### config.mk
export PLATFORM = sky130hd
export DESIGN_NAME = rv32_instr_encoder
export DESIGN_NICKNAME = d
export VERILOG_FILES = /design/src/rtl/rv32_pkg.sv /design/src/rtl/rv32_encode_core.sv /design/src/rtl/rv32_instr_encoder.sv
export SDC_FILE = /design/constraint.sdc
export NUM_CORES = 1
export LEC_CHECK = 0
export CAP_MARGIN = 20
export CELL_PAD_IN_SITES_DETAIL_PLACEMENT = 0
export CELL_PAD_IN_SITES_GLOBAL_PLACEMENT = 1
export CORE_MARGIN = 2
export CORE_UTILIZATION = 38
export DETAILED_ROUTE_END_ITERATION = 16
export GPL_TIMING_DRIVEN = 0
export PLACE_DENSITY_LB_ADDON = 0.1
export SLEW_MARGIN = 20
export SYNTH_ARGS = -nofsm -noshare
export SYNTH_HDL_FRONTEND = slang
export SYNTH_SLANG_ARGS = --single-unit
### constraint.sdc
create_clock -name clk -period 8.6 [get_ports clk]
set_clock_uncertainty 0.05 [all_clocks]
set_input_delay 2.58 -clock clk [delete_from_list [all_inputs] [get_ports clk]]
set_output_delay 2.58 -clock clk [all_outputs]
set_load 0.01 [all_outputs]
### src/rtl/rv32_pkg.sv
// Shared RV32IM definitions: decoded-op enum, opcode/funct constants,
// canonical NOP word, instruction format classes and encoder FSM states.
package rv32_pkg;

    typedef enum logic [5:0] {
        ALU_OP_NOP    = 6'd0,
        ALU_OP_ADD    = 6'd1,
        ALU_OP_SUB    = 6'd2,
        ALU_OP_SLL    = 6'd3,
        ALU_OP_SLT    = 6'd4,
        ALU_OP_SLTU   = 6'd5,
        ALU_OP_XOR    = 6'd6,
        ALU_OP_SRL    = 6'd7,
        ALU_OP_SRA    = 6'd8,
        ALU_OP_OR     = 6'd9,
        ALU_OP_AND    = 6'd10,
        ALU_OP_MUL    = 6'd11,
        ALU_OP_MULH   = 6'd12,
        ALU_OP_MULHSU = 6'd13,
        ALU_OP_MULHU  = 6'd14,
        ALU_OP_DIV    = 6'd15,
        ALU_OP_DIVU   = 6'd16,
        ALU_OP_REM    = 6'd17,
        ALU_OP_REMU   = 6'd18,
        ALU_OP_ADDI   = 6'd19,
        ALU_OP_SLTI   = 6'd20,
        ALU_OP_SLTIU  = 6'd21,
        ALU_OP_XORI   = 6'd22,
        ALU_OP_ORI    = 6'd23,
        ALU_OP_ANDI   = 6'd24,
        ALU_OP_SLLI   = 6'd25,
        ALU_OP_SRLI   = 6'd26,
        ALU_OP_SRAI   = 6'd27,
        ALU_OP_LB     = 6'd28,
        ALU_OP_LH     = 6'd29,
        ALU_OP_LW     = 6'd30,
        ALU_OP_LBU    = 6'd31,
        ALU_OP_LHU    = 6'd32,
        ALU_OP_SB     = 6'd33,
        ALU_OP_SH     = 6'd34,
        ALU_OP_SW     = 6'd35,
        ALU_OP_BEQ    = 6'd36,
        ALU_OP_BNE    = 6'd37,
        ALU_OP_BLT    = 6'd38,
        ALU_OP_BGE    = 6'd39,
        ALU_OP_BLTU   = 6'd40,
        ALU_OP_BGEU   = 6'd41,
        ALU_OP_JAL    = 6'd42,
        ALU_OP_JALR   = 6'd43,
        ALU_OP_LUI    = 6'd44,
        ALU_OP_AUIPC  = 6'd45
    } rv32_alu_op_t;

    // Major opcodes
    localparam logic [6:0] OPC_OP     = 7'b0110011;
    localparam logic [6:0] OPC_OP_IMM = 7'b0010011;
    localparam logic [6:0] OPC_LOAD   = 7'b0000011;
    localparam logic [6:0] OPC_STORE  = 7'b0100011;
    localparam logic [6:0] OPC_BRANCH = 7'b1100011;
    localparam logic [6:0] OPC_JAL    = 7'b1101111;
    localparam logic [6:0] OPC_JALR   = 7'b1100111;
    localparam logic [6:0] OPC_LUI    = 7'b0110111;
    localparam logic [6:0] OPC_AUIPC  = 7'b0010111;

    // funct3: integer ALU (register and immediate forms)
    localparam logic [2:0] F3_ADD  = 3'b000;
    localparam logic [2:0] F3_SLL  = 3'b001;
    localparam logic [2:0] F3_SLT  = 3'b010;
    localparam logic [2:0] F3_SLTU = 3'b011;
    localparam logic [2:0] F3_XOR  = 3'b100;
    localparam logic [2:0] F3_SR   = 3'b101;
    localparam logic [2:0] F3_OR   = 3'b110;
    localparam logic [2:0] F3_AND  = 3'b111;
    // funct3: M extension
    localparam logic [2:0] F3_MUL    = 3'b000;
    localparam logic [2:0] F3_MULH   = 3'b001;
    localparam logic [2:0] F3_MULHSU = 3'b010;
    localparam logic [2:0] F3_MULHU  = 3'b011;
    localparam logic [2:0] F3_DIV    = 3'b100;
    localparam logic [2:0] F3_DIVU   = 3'b101;
    localparam logic [2:0] F3_REM    = 3'b110;
    localparam logic [2:0] F3_REMU   = 3'b111;
    // funct3: loads / stores
    localparam logic [2:0] F3_B  = 3'b000;
    localparam logic [2:0] F3_H  = 3'b001;
    localparam logic [2:0] F3_W  = 3'b010;
    localparam logic [2:0] F3_BU = 3'b100;
    localparam logic [2:0] F3_HU = 3'b101;
    // funct3: branches
    localparam logic [2:0] F3_BEQ  = 3'b000;
    localparam logic [2:0] F3_BNE  = 3'b001;
    localparam logic [2:0] F3_BLT  = 3'b100;
    localparam logic [2:0] F3_BGE  = 3'b101;
    localparam logic [2:0] F3_BLTU = 3'b110;
    localparam logic [2:0] F3_BGEU = 3'b111;

    // funct7
    localparam logic [6:0] F7_BASE   = 7'h00;
    localparam logic [6:0] F7_ALT    = 7'h20;
    localparam logic [6:0] F7_MULDIV = 7'h01;

    // addi x0, x0, 0
    localparam logic [31:0] RV32_NOP_WORD = 32'h0000_0013;

    typedef enum logic [2:0] {
        FMT_R   = 3'd0,
        FMT_I   = 3'd1,
        FMT_SH  = 3'd2,
        FMT_S   = 3'd3,
        FMT_B   = 3'd4,
        FMT_U   = 3'd5,
        FMT_J   = 3'd6,
        FMT_BAD = 3'd7
    } rv32_instr_fmt_t;

    typedef enum logic [1:0] {
        ST_IDLE = 2'd0,
        ST_RUN  = 2'd1,
        ST_DONE = 2'd2
    } enc_state_t;

    // True when v is a sign extension of its low (msb+1) bits.
    function automatic logic rv32_fits_signed(input logic [31:0] v, input int unsigned msb);
        logic all_zero;
        logic all_one;
        all_zero = 1'b1;
        all_one  = 1'b1;
        for (int unsigned i = 0; i < 32; i++) begin
            if (i >= msb) begin
                all_zero = all_zero & ~v[i];
                all_one  = all_one  &  v[i];
            end else begin
                all_zero = all_zero;
                all_one  = all_one;
            end
        end
        return all_zero | all_one;
    endfunction

endpackage

### src/rtl/rv32_encode_core.sv
// Combinational RV32IM encoder: maps one decoded packet to an instruction
// word plus an ok flag. Unencodable packets yield the canonical NOP.
module rv32_encode_core
    import rv32_pkg::*;
(
    input  rv32_alu_op_t alu_op,
    input  logic [4:0]   rs1,
    input  logic [4:0]   rs2,
    input  logic [4:0]   rd,
    input  logic [31:0]  imm,
    output logic [31:0]  word,
    output logic         ok
);

    rv32_instr_fmt_t fmt;
    logic [6:0]      opc;
    logic [2:0]      f3;
    logic [6:0]      f7;
    logic [31:0]     word_raw;
    logic            imm_ok;

    // Classify the operation and select opcode/funct fields.
    always_comb begin
        fmt = FMT_BAD;
        opc = 7'b0000000;
        f3  = 3'b000;
        f7  = F7_BASE;
        case (alu_op)
            ALU_OP_ADD:    begin fmt = FMT_R;  opc = OPC_OP;     f3 = F3_ADD;    end
            ALU_OP_SUB:    begin fmt = FMT_R;  opc = OPC_OP;     f3 = F3_ADD;    f7 = F7_ALT; end
            ALU_OP_SLL:    begin fmt = FMT_R;  opc = OPC_OP;     f3 = F3_SLL;    end
            ALU_OP_SLT:    begin fmt = FMT_R;  opc = OPC_OP;     f3 = F3_SLT;    end
            ALU_OP_SLTU:   begin fmt = FMT_R;  opc = OPC_OP;     f3 = F3_SLTU;   end
            ALU_OP_XOR:    begin fmt = FMT_R;  opc = OPC_OP;     f3 = F3_XOR;    end
            ALU_OP_SRL:    begin fmt = FMT_R;  opc = OPC_OP;     f3 = F3_SR;     end
            ALU_OP_SRA:    begin fmt = FMT_R;  opc = OPC_OP;     f3 = F3_SR;     f7 = F7_ALT; end
            ALU_OP_OR:     begin fmt = FMT_R;  opc = OPC_OP;     f3 = F3_OR;     end
            ALU_OP_AND:    begin fmt = FMT_R;  opc = OPC_OP;     f3 = F3_AND;    end
            ALU_OP_MUL:    begin fmt = FMT_R;  opc = OPC_OP;     f3 = F3_MUL;    f7 = F7_MULDIV; end
            ALU_OP_MULH:   begin fmt = FMT_R;  opc = OPC_OP;     f3 = F3_MULH;   f7 = F7_MULDIV; end
            ALU_OP_MULHSU: begin fmt = FMT_R;  opc = OPC_OP;     f3 = F3_MULHSU; f7 = F7_MULDIV; end
            ALU_OP_MULHU:  begin fmt = FMT_R;  opc = OPC_OP;     f3 = F3_MULHU;  f7 = F7_MULDIV; end
            ALU_OP_DIV:    begin fmt = FMT_R;  opc = OPC_OP;     f3 = F3_DIV;    f7 = F7_MULDIV; end
            ALU_OP_DIVU:   begin fmt = FMT_R;  opc = OPC_OP;     f3 = F3_DIVU;   f7 = F7_MULDIV; end
            ALU_OP_REM:    begin fmt = FMT_R;  opc = OPC_OP;     f3 = F3_REM;    f7 = F7_MULDIV; end
            ALU_OP_REMU:   begin fmt = FMT_R;  opc = OPC_OP;     f3 = F3_REMU;   f7 = F7_MULDIV; end
            ALU_OP_ADDI:   begin fmt = FMT_I;  opc = OPC_OP_IMM; f3 = F3_ADD;    end
            ALU_OP_SLTI:   begin fmt = FMT_I;  opc = OPC_OP_IMM; f3 = F3_SLT;    end
            ALU_OP_SLTIU:  begin fmt = FMT_I;  opc = OPC_OP_IMM; f3 = F3_SLTU;   end
            ALU_OP_XORI:   begin fmt = FMT_I;  opc = OPC_OP_IMM; f3 = F3_XOR;    end
            ALU_OP_ORI:    begin fmt = FMT_I;  opc = OPC_OP_IMM; f3 = F3_OR;     end
            ALU_OP_ANDI:   begin fmt = FMT_I;  opc = OPC_OP_IMM; f3 = F3_AND;    end
            ALU_OP_SLLI:   begin fmt = FMT_SH; opc = OPC_OP_IMM; f3 = F3_SLL;    end
            ALU_OP_SRLI:   begin fmt = FMT_SH; opc = OPC_OP_IMM; f3 = F3_SR;     end
            ALU_OP_SRAI:   begin fmt = FMT_SH; opc = OPC_OP_IMM; f3 = F3_SR;     f7 = F7_ALT; end
            ALU_OP_LB:     begin fmt = FMT_I;  opc = OPC_LOAD;   f3 = F3_B;      end
            ALU_OP_LH:     begin fmt = FMT_I;  opc = OPC_LOAD;   f3 = F3_H;      end
            ALU_OP_LW:     begin fmt = FMT_I;  opc = OPC_LOAD;   f3 = F3_W;      end
            ALU_OP_LBU:    begin fmt = FMT_I;  opc = OPC_LOAD;   f3 = F3_BU;     end
            ALU_OP_LHU:    begin fmt = FMT_I;  opc = OPC_LOAD;   f3 = F3_HU;     end
            ALU_OP_SB:     begin fmt = FMT_S;  opc = OPC_STORE;  f3 = F3_B;      end
            ALU_OP_SH:     begin fmt = FMT_S;  opc = OPC_STORE;  f3 = F3_H;      end
            ALU_OP_SW:     begin fmt = FMT_S;  opc = OPC_STORE;  f3 = F3_W;      end
            ALU_OP_BEQ:    begin fmt = FMT_B;  opc = OPC_BRANCH; f3 = F3_BEQ;    end
            ALU_OP_BNE:    begin fmt = FMT_B;  opc = OPC_BRANCH; f3 = F3_BNE;    end
            ALU_OP_BLT:    begin fmt = FMT_B;  opc = OPC_BRANCH; f3 = F3_BLT;    end
            ALU_OP_BGE:    begin fmt = FMT_B;  opc = OPC_BRANCH; f3 = F3_BGE;    end
            ALU_OP_BLTU:   begin fmt = FMT_B;  opc = OPC_BRANCH; f3 = F3_BLTU;   end
            ALU_OP_BGEU:   begin fmt = FMT_B;  opc = OPC_BRANCH; f3 = F3_BGEU;   end
            ALU_OP_JAL:    begin fmt = FMT_J;  opc = OPC_JAL;    end
            ALU_OP_JALR:   begin fmt = FMT_I;  opc = OPC_JALR;   f3 = 3'b000;    end
            ALU_OP_LUI:    begin fmt = FMT_U;  opc = OPC_LUI;    end
            ALU_OP_AUIPC:  begin fmt = FMT_U;  opc = OPC_AUIPC;  end
            default:       begin fmt = FMT_BAD; end
        endcase
    end

    // Pack fields per format and check the immediate fits its encoding.
    always_comb begin
        word_raw = RV32_NOP_WORD;
        imm_ok   = 1'b0;
        case (fmt)
            FMT_R: begin
                word_raw = {f7, rs2, rs1, f3, rd, opc};
                imm_ok   = 1'b1;
            end
            FMT_I: begin
                word_raw = {imm[11:0], rs1, f3, rd, opc};
                imm_ok   = rv32_fits_signed(imm, 11);
            end
            FMT_SH: begin
                word_raw = {f7, imm[4:0], rs1, f3, rd, opc};
                imm_ok   = (imm[31:5] == 27'd0);
            end
            FMT_S: begin
                word_raw = {imm[11:5], rs2, rs1, f3, imm[4:0], opc};
                imm_ok   = rv32_fits_signed(imm, 11);
            end
            FMT_B: begin
                word_raw = {imm[12], imm[10:5], rs2, rs1, f3, imm[4:1], imm[11], opc};
                imm_ok   = ~imm[0] & rv32_fits_signed(imm, 12);
            end
            FMT_J: begin
                word_raw = {imm[20], imm[10:1], imm[11], imm[19:12], rd, opc};
                imm_ok   = ~imm[0] & rv32_fits_signed(imm, 20);
            end
            FMT_U: begin
                word_raw = {imm[31:12], rd, opc};
                imm_ok   = (imm[11:0] == 12'd0);
            end
            default: begin
                word_raw = RV32_NOP_WORD;
                imm_ok   = 1'b0;
            end
        endcase
    end

    // Substitute the canonical NOP whenever the packet cannot be encoded.
    always_comb begin
        ok = imm_ok;
        if (imm_ok) begin
            word = word_raw;
        end else begin
            word = RV32_NOP_WORD;
        end
    end

endmodule

### src/rtl/rv32_instr_encoder.sv
// Streaming program loader: accepts decoded packets over valid/ready,
// encodes each and writes it to consecutive instruction-memory words.
module rv32_instr_encoder
    import rv32_pkg::*;
#(
    parameter int ADDR_W = 10,
    parameter int CNT_W  = 10
) (
    input  logic              clk,
    input  logic              rst,
    input  logic              start,
    input  logic [ADDR_W-1:0] base_addr,
    input  logic [CNT_W-1:0]  length,
    input  logic              in_valid,
    output logic              in_ready,
    input  rv32_alu_op_t      in_alu_op,
    input  logic [4:0]        in_rs1,
    input  logic [4:0]        in_rs2,
    input  logic [4:0]        in_rd,
    input  logic [31:0]       in_imm32,
    output logic              imem_we,
    output logic [ADDR_W-1:0] imem_addr,
    output logic [31:0]       imem_wdata,
    output logic              busy,
    output logic              done,
    output logic              err,
    output logic [CNT_W-1:0]  err_count
);

    enc_state_t        state;
    enc_state_t        next_state;
    logic [ADDR_W-1:0] addr_q;
    logic [CNT_W-1:0]  remain_q;
    logic [31:0]       enc_word;
    logic              enc_ok;
    logic              handshake;
    logic              load;

    rv32_encode_core u_core (
        .alu_op (in_alu_op),
        .rs1    (in_rs1),
        .rs2    (in_rs2),
        .rd     (in_rd),
        .imm    (in_imm32),
        .word   (enc_word),
        .ok     (enc_ok)
    );

    // in_ready is only ever high in RUN with packets outstanding.
    assign handshake = in_valid & in_ready;
    assign load      = (state == ST_IDLE) & start;

    // State register.
    always_ff @(posedge clk or posedge rst) begin
        if (rst) begin
            state <= ST_IDLE;
        end else begin
            state <= next_state;
        end
    end

    // Next-state logic; RUN leaves once every packet has been written.
    always_comb begin
        next_state = state;
        case (state)
            ST_IDLE: begin
                if (start) begin
                    if (length == {CNT_W{1'b0}}) begin
                        next_state = ST_DONE;
                    end else begin
                        next_state = ST_RUN;
                    end
                end else begin
                    next_state = ST_IDLE;
                end
            end
            ST_RUN: begin
                if (remain_q == {CNT_W{1'b0}}) begin
                    next_state = ST_DONE;
                end else begin
                    next_state = ST_RUN;
                end
            end
            ST_DONE: next_state = ST_IDLE;
            default: next_state = ST_IDLE;
        endcase
    end

    // Load bookkeeping: address/length capture, write strobe and error tally.
    always_ff @(posedge clk or posedge rst) begin
        if (rst) begin
            addr_q     <= {ADDR_W{1'b0}};
            remain_q   <= {CNT_W{1'b0}};
            in_ready   <= 1'b0;
            imem_we    <= 1'b0;
            imem_addr  <= {ADDR_W{1'b0}};
            imem_wdata <= 32'h0000_0000;
            err        <= 1'b0;
            err_count  <= {CNT_W{1'b0}};
        end else begin
            imem_we <= handshake;
            if (load) begin
                addr_q    <= base_addr;
                remain_q  <= length;
                in_ready  <= (length != {CNT_W{1'b0}});
                err       <= 1'b0;
                err_count <= {CNT_W{1'b0}};
            end else if (handshake) begin
                imem_addr  <= addr_q;
                imem_wdata <= enc_word;
                addr_q     <= addr_q + ADDR_W'(1);
                remain_q   <= remain_q - CNT_W'(1);
                in_ready   <= (remain_q != CNT_W'(1));
                if (!enc_ok) begin
                    err <= 1'b1;
                    if (err_count != {CNT_W{1'b1}}) begin
                        err_count <= err_count + CNT_W'(1);
                    end else begin
                        err_count <= err_count;
                    end
                end else begin
                    err <= err;
                end
            end else begin
                in_ready <= in_ready & (state == ST_RUN);
            end
        end
    end

    // Status flags: busy tracks RUN, done pulses on entry to DONE.
    always_ff @(posedge clk or posedge rst) begin
        if (rst) begin
            busy <= 1'b0;
            done <= 1'b0;
        end else begin
            busy <= (next_state == ST_RUN);
            done <= (next_state == ST_DONE) & (state != ST_DONE);
        end
    end

endmodule

# Word level (Yosys, flattened, before mapping)
# Index checks and enable logic that the tools add are counted.
[totals]
word_cells = 458
out_inout_bits = 57
register_bits = 79
[op_classes]
n_reduce_logical = 29
addsub = 3
eq_ne = 58
muxes = 176
n_bitwise = 181
[ops]
columns = ["operator", "n"]
rows = [
  ["$pmux W32 S7", 1],
  ["$mux W1", 157],
  ["$and A1 B1 Y1", 154],
  ["$eq A6 B5 Y1 const B", 16],
  ["$eq A6 B6 Y1 const B", 14],
  ["$mux W10", 8],
  ["$pmux W7 S9", 1],
  ["$eq A6 B4 Y1 const B", 8],
  ["$pmux W3 S7", 2],
  ["$mux W32", 1],
  ["$logic_not A27 Y1", 1],
  ["$eq A6 B3 Y1 const B", 4],
  ["$not A1 Y1", 23],
  ["$add A10 B1 Y10 const B", 2],
  ["$logic_not A10 Y1", 2],
  ["$reduce_or A18 Y1", 1],
  ["$reduce_or A5 Y1", 3],
  ["$eq A6 B2 Y1 const B", 2],
  ["$logic_not A12 Y1", 1],
  ["$pmux W6 S2", 1],
  ["$reduce_or A12 Y1", 1],
  ["$reduce_or A3 Y1", 4],
  ["$reduce_or A6 Y1", 2],
  ["$ne A10 B1 Y1 const B", 1],
  ["other kinds (25)", 37],
]

# Depth between registers and ports, before layout
[depth]
ltp_word = 52
depth_mapped = 11
mapped_depth_nobuf = 7

# Cells and area by module
# From an unflattened synthesis, not the netlist that was laid out.
[hier_totals]
cells_unflattened = 526
hier_area_um2 = 5047.3
[by_module_without_submodules]
columns = ["mod", "cells_each", "area_each_um2", "instances", "seq_area_each_um2"]
rows = [
  ["rv32_instr_encoder", 294, 3514.6, 1, 1976.9],
  ["rv32_encode_core", 232, 1532.7, 1, 0.0],
]

# Least setup slack after synthesis
# OpenSTA, ideal clock, no wires.
[synth_timing]
path_kind = "input-to-reg"
from = "in in_alu_op[4]"
to = "reg err_count[3]"
t_arrival_ns = 4.334
required_time_ns = 8.472
setup_slack_ns = 4.138
setup_time_ns = 0.078
path_stages = 9
path_cell_list = "buf_4 > nor2b_1 > a211oi_4 > a2111oi_2 > nor4_2 > nand3_2 > buf_6 > or3_1 > a21oi_1"
[synth_via]
elab_chain_cells = 7
word_cells_on_any_way = 62
classes_between = "eq/ne: 52; mux: 2; reduce/logical: 8"
[synth_lines]
columns = ["element", "line", "rtl"]
rows = [
  ["from (decl)", "rv32_instr_encoder.sv:16", "input rv32_alu_op_t in_alu_op,"],
  ["$eq A6 B1 Y1 (tied with other cells)", "rv32_encode_core.sv:28", "case (alu_op)"],
  ["$reduce_or A18 Y1 (no line) (tied with other cells)", "--", ""],
  ["$pmux W3 S7 *", "rv32_encode_core.sv:28", ""],
  ["$eq A3 B3 Y1 (tied with other cells)", "rv32_encode_core.sv:82", "case (fmt)"],
  ["$pmux W1 S7 *", "rv32_encode_core.sv:82", ""],
  ["$ne A2 B1 Y1 (no line) *", "--", ""],
  ["$reduce_and A3 Y1 (no line) *", "--", ""],
  ["to (signal assigned)", "rv32_instr_encoder.sv:99", "err_count <= {CNT_W{1'b0}};"],
  ["to (signal assigned)", "rv32_instr_encoder.sv:107", "err_count <= {CNT_W{1'b0}};"],
  ["to (signal assigned)", "rv32_instr_encoder.sv:117", "err_count <= err_count + CNT_W'(1);"],
  ["to (decl)", "rv32_instr_encoder.sv:27", "output logic [CNT_W-1:0] err_count"],
]
# Mark *: on every way between the ends. The rest lies on a longest branch, timed or not.
# A chain may end at the register's enable or synchronous reset.

# Worst setup path in the final report
[layout_timing]
from = "in in_alu_op[5]"
to = "reg imem_wdata[19]"
[layout_via]
elab_chain_cells = 6
word_cells_on_any_way = 62
classes_between = "eq/ne: 51; mux: 4; reduce/logical: 7"
[layout_lines]
columns = ["element", "line", "rtl"]
rows = [
  ["$eq A6 B1 Y1 (tied with other cells)", "rv32_encode_core.sv:28", ""],
  ["$reduce_or A18 Y1 (no line) (tied with other cells)", "--", ""],
  ["$pmux W3 S7 *", "rv32_encode_core.sv:28", ""],
  ["$eq A3 B3 Y1 (tied with other cells)", "rv32_encode_core.sv:82", ""],
  ["$pmux W32 S7 or $pmux W1 S7 (tied branches)", "rv32_encode_core.sv:82", ""],
  ["$mux W32 *", "rv32_encode_core.sv:121", "if (imm_ok) begin"],
  ["to (signal assigned)", "rv32_instr_encoder.sv:110", "imem_wdata <= enc_word;"],
  ["to (decl)", "rv32_instr_encoder.sv:23", "output logic [31:0] imem_wdata,"],
]
# Marked as above.

==> reports/metrics.cfg <==
[pwr]
p_leak_nw = 2.50
ir_drop_mv = 0.132
cellPowerDensity_nw_per_um2 = 227
total_power_mw = 1.48

[clock_network]
post_cts_buffers = 0
cts_buffers = 9
cts-root-buf = clkbuf_16
postCtsResizedCells = 0
clk_latency_ps = 350
path_clk_slew_ps = 60
cts_tree = built
cts.sinks = 78
ctsHtreeMaxLevel = 3
cts_hold_buffers = 0
cts_buffer_depth = 2

[yosys]
syn_nets = 619
synth.avg_cell_area_um2 = 8.69
netlist-cell-type-count = 67
yosys_warnings = 0
synth_edf_count = 0
synth_flop_cell = dfrtp_1
syn_inst = 538
ys_seq_elements = 78
seq_area_frac_synth = 0.417
async_flop_share = 1.00
syn-cell-area_um2 = 4680

[floorplan]
rows = 40
die_x_um = 115
ios = 134
initial_core_util = 0.389
dieArea_um2 = 13200
die_h_um = 115
design.core.area_um2 = 12000

[layout]
n_fill_cell = 1160
antenna_cells = 0
instances_no_fill = 834
seq_area_um2 = 1950
syn2layout_area_growth_pct = 39.1
drive_gt1_frac = 0.0728
mostFrequentLayoutCell = clkdlybuf4s50_1
final_util = 0.541
multi_input_area_um2 = 2500
nets = 763
final_cell_mix = 132 x clkdlybuf4s50_1, 87 x nand2_1, 78 x dfrtp_1

[timing]
hold_viol_final = 0
slew_violations = 0
fin_setup_tns_ps = 0
min_period_ps = 5070
worst_slew_pin_slew_ps = 715
clock.fmax_mhz = 197
setup_viol = 0
finalCritPeriodShare = 0.589
slew-limit-headroom = 0.524
rsz0062_at_grt = no

[global_routing]
overflow = 0
grt_pass1_wl_um = 25000
antenna_found_initial = 0
grt_max_degree = 50
grt_pass1_vias = 4529
grt_use_total = 0.245

[critical_path]
cp-end-kind = register
start_kind = input port
path_max_fanout = 10
arrival_ps = 5280
critPathKind = in2reg
worstPathRequired_ps = 8820

[drt]
vias_per_cell = 5.74
post_drt_wl_per_cell_um = 19.1
first_pass_iters = 6
dr_total_vias = 4790
drt_iter0_drc = 516
drc = 0
wl_um = 15900
antenna_left = 0

[place]
gp_congestion = 0.916
port-buffer-count = 132
dp_hpwl_um = 12100
placed_cells = 818

[job]
drv_cap = 0

[outcome]
status = finished clean

[min_path]
hp-class = reg2reg

-- registers in the layout, indices dropped and copies added, names as in the netlist, 2 cells and up --
name        flops
imem_wdata     31
remain_q       10
state           2
imem_addr      10
err_count      10
addr_q         10
-- through the flow --
stage	area (µm²)	hold WS [ps]	setup slack [ps]
floorplan	4680	437	3970
global placement	6180	422	2570
detailed placement	6210	430	3230
CTS	6500	444	3590
global route	6500	468	3420
finish	6500	439	3530
-- synthesized netlist by cell type (2+ instances only) --
master	count	area [µm²]
a222oi_1	3	30.0
buf_4	6	45.0
nor3b_1	5	37.5
o31a_1	2	17.5
nand3_1	11	55.1
xor2_1	12	105
dfrtp_1	78	1950
nand4_1	11	68.8
o22ai_1	4	25.0
a2111oi_0	4	35.0
nor4_1	12	75.1
inv_1	11	41.3
o21ai_1	29	145
a221oi_1	2	17.5
buf_1	4	15.0
or3_1	5	31.3
ha_1	4	50.1
o21ai_0	33	165
mux2_2	10	113
clkbuf_1	17	63.8
nand2_1	87	327
and3_1	2	12.5
o211ai_1	3	22.5
buf_2	4	20.0
a32oi_1	2	17.5
nand2b_1	7	43.8
nor3_1	15	75.1
and2_1	4	25.0
nor2_1	31	116
a2bb2oi_1	3	26.3
a22oi_1	17	128
a21oi_1	27	135
xnor2_1	11	96.3
nor2b_1	7	43.8
o32a_1	2	20.0
o31ai_1	2	15.0
a22o_1	7	61.3
buf_6	3	33.8
a211oi_1	6	45.0
a31oi_1	5	31.3
or4_1	4	30.0
-- cells by family (layout without fill, tap and decap cells) --
logic type / after synthesis / count (layout) / share of synthesized area
adder cells (fa/ha/maj): 4 / 4 / 0.0107
AND/OR/NAND/NOR: 212 / 212 / 0.226
multiplexers: 11 / 11 / 0.0262
AO/OA/AOI/OAI: 164 / 164 / 0.230
flip-flops: 78 / 78 / 0.417
XOR/XNOR: 23 / 23 / 0.0431
buffers and inverters: 46 / 195 / 0.0476
-- worst max-delay path, cell delays in order --
cell             delay [ps]
clkdlybuf4s50_1         450
buf_4                   200
nor3b_1                 470
o21bai_1                190
a2111oi_2               490
nor3_1                  140
a21bo_1                 220
buf_4                   170
buf_2                   200
o21ai_1                 160
-- layer usage --
metal,GRT usage,vias to the layer above,part of all wire
li1,-,2263,-
met2,0.365,184,0.45
met1,0.346,2321,0.47
met3,0.0654,22,0.067
met4,0.0843,0,0.020
met5,0,-,0
-- where the power goes --
part	internal, mW	total [mW]	switching (mW)
Sequential	0.478	0.571	0.0925
Combinational	0.267	0.519	0.252
Clock	0.224	0.388	0.163
Total	0.970	1.48	0.508
-- cell type report --
class / count / share of cell area
multi-input combinational: 414 / 0.385
timing repair buffer: 133 / 0.207
buffer: 34 / 0.0273
sequential: 78 / 0.300
clock buffer: 10 / 0.0352
inverter: 12 / 0.00731
clock inverter: 6 / 0.00962
tap: 147 / 0.0283
-- final timing paths --
| check | start | endpoint | slack, ps | depth (start not counted) |
|---|---|---|---|---|
| setup reg to reg | in_ready | imem_wdata[19] | 6070 | 8 |
| max in group asynchronous | rst | imem_wdata[20] | 5380 | 3 |
| hold reg to reg | imem_wdata[26] | imem_wdata[26] | 440 | 2 |
| min in group asynchronous | rst | err_count[4] | 2540 | 2 |
| hold / removal | imem_wdata[26] | imem_wdata[26] | 440 | 2 |
| setup / recovery | in_alu_op[5] | imem_wdata[19] | 3530 | 10 |
(Power assumes the default switching activity.)
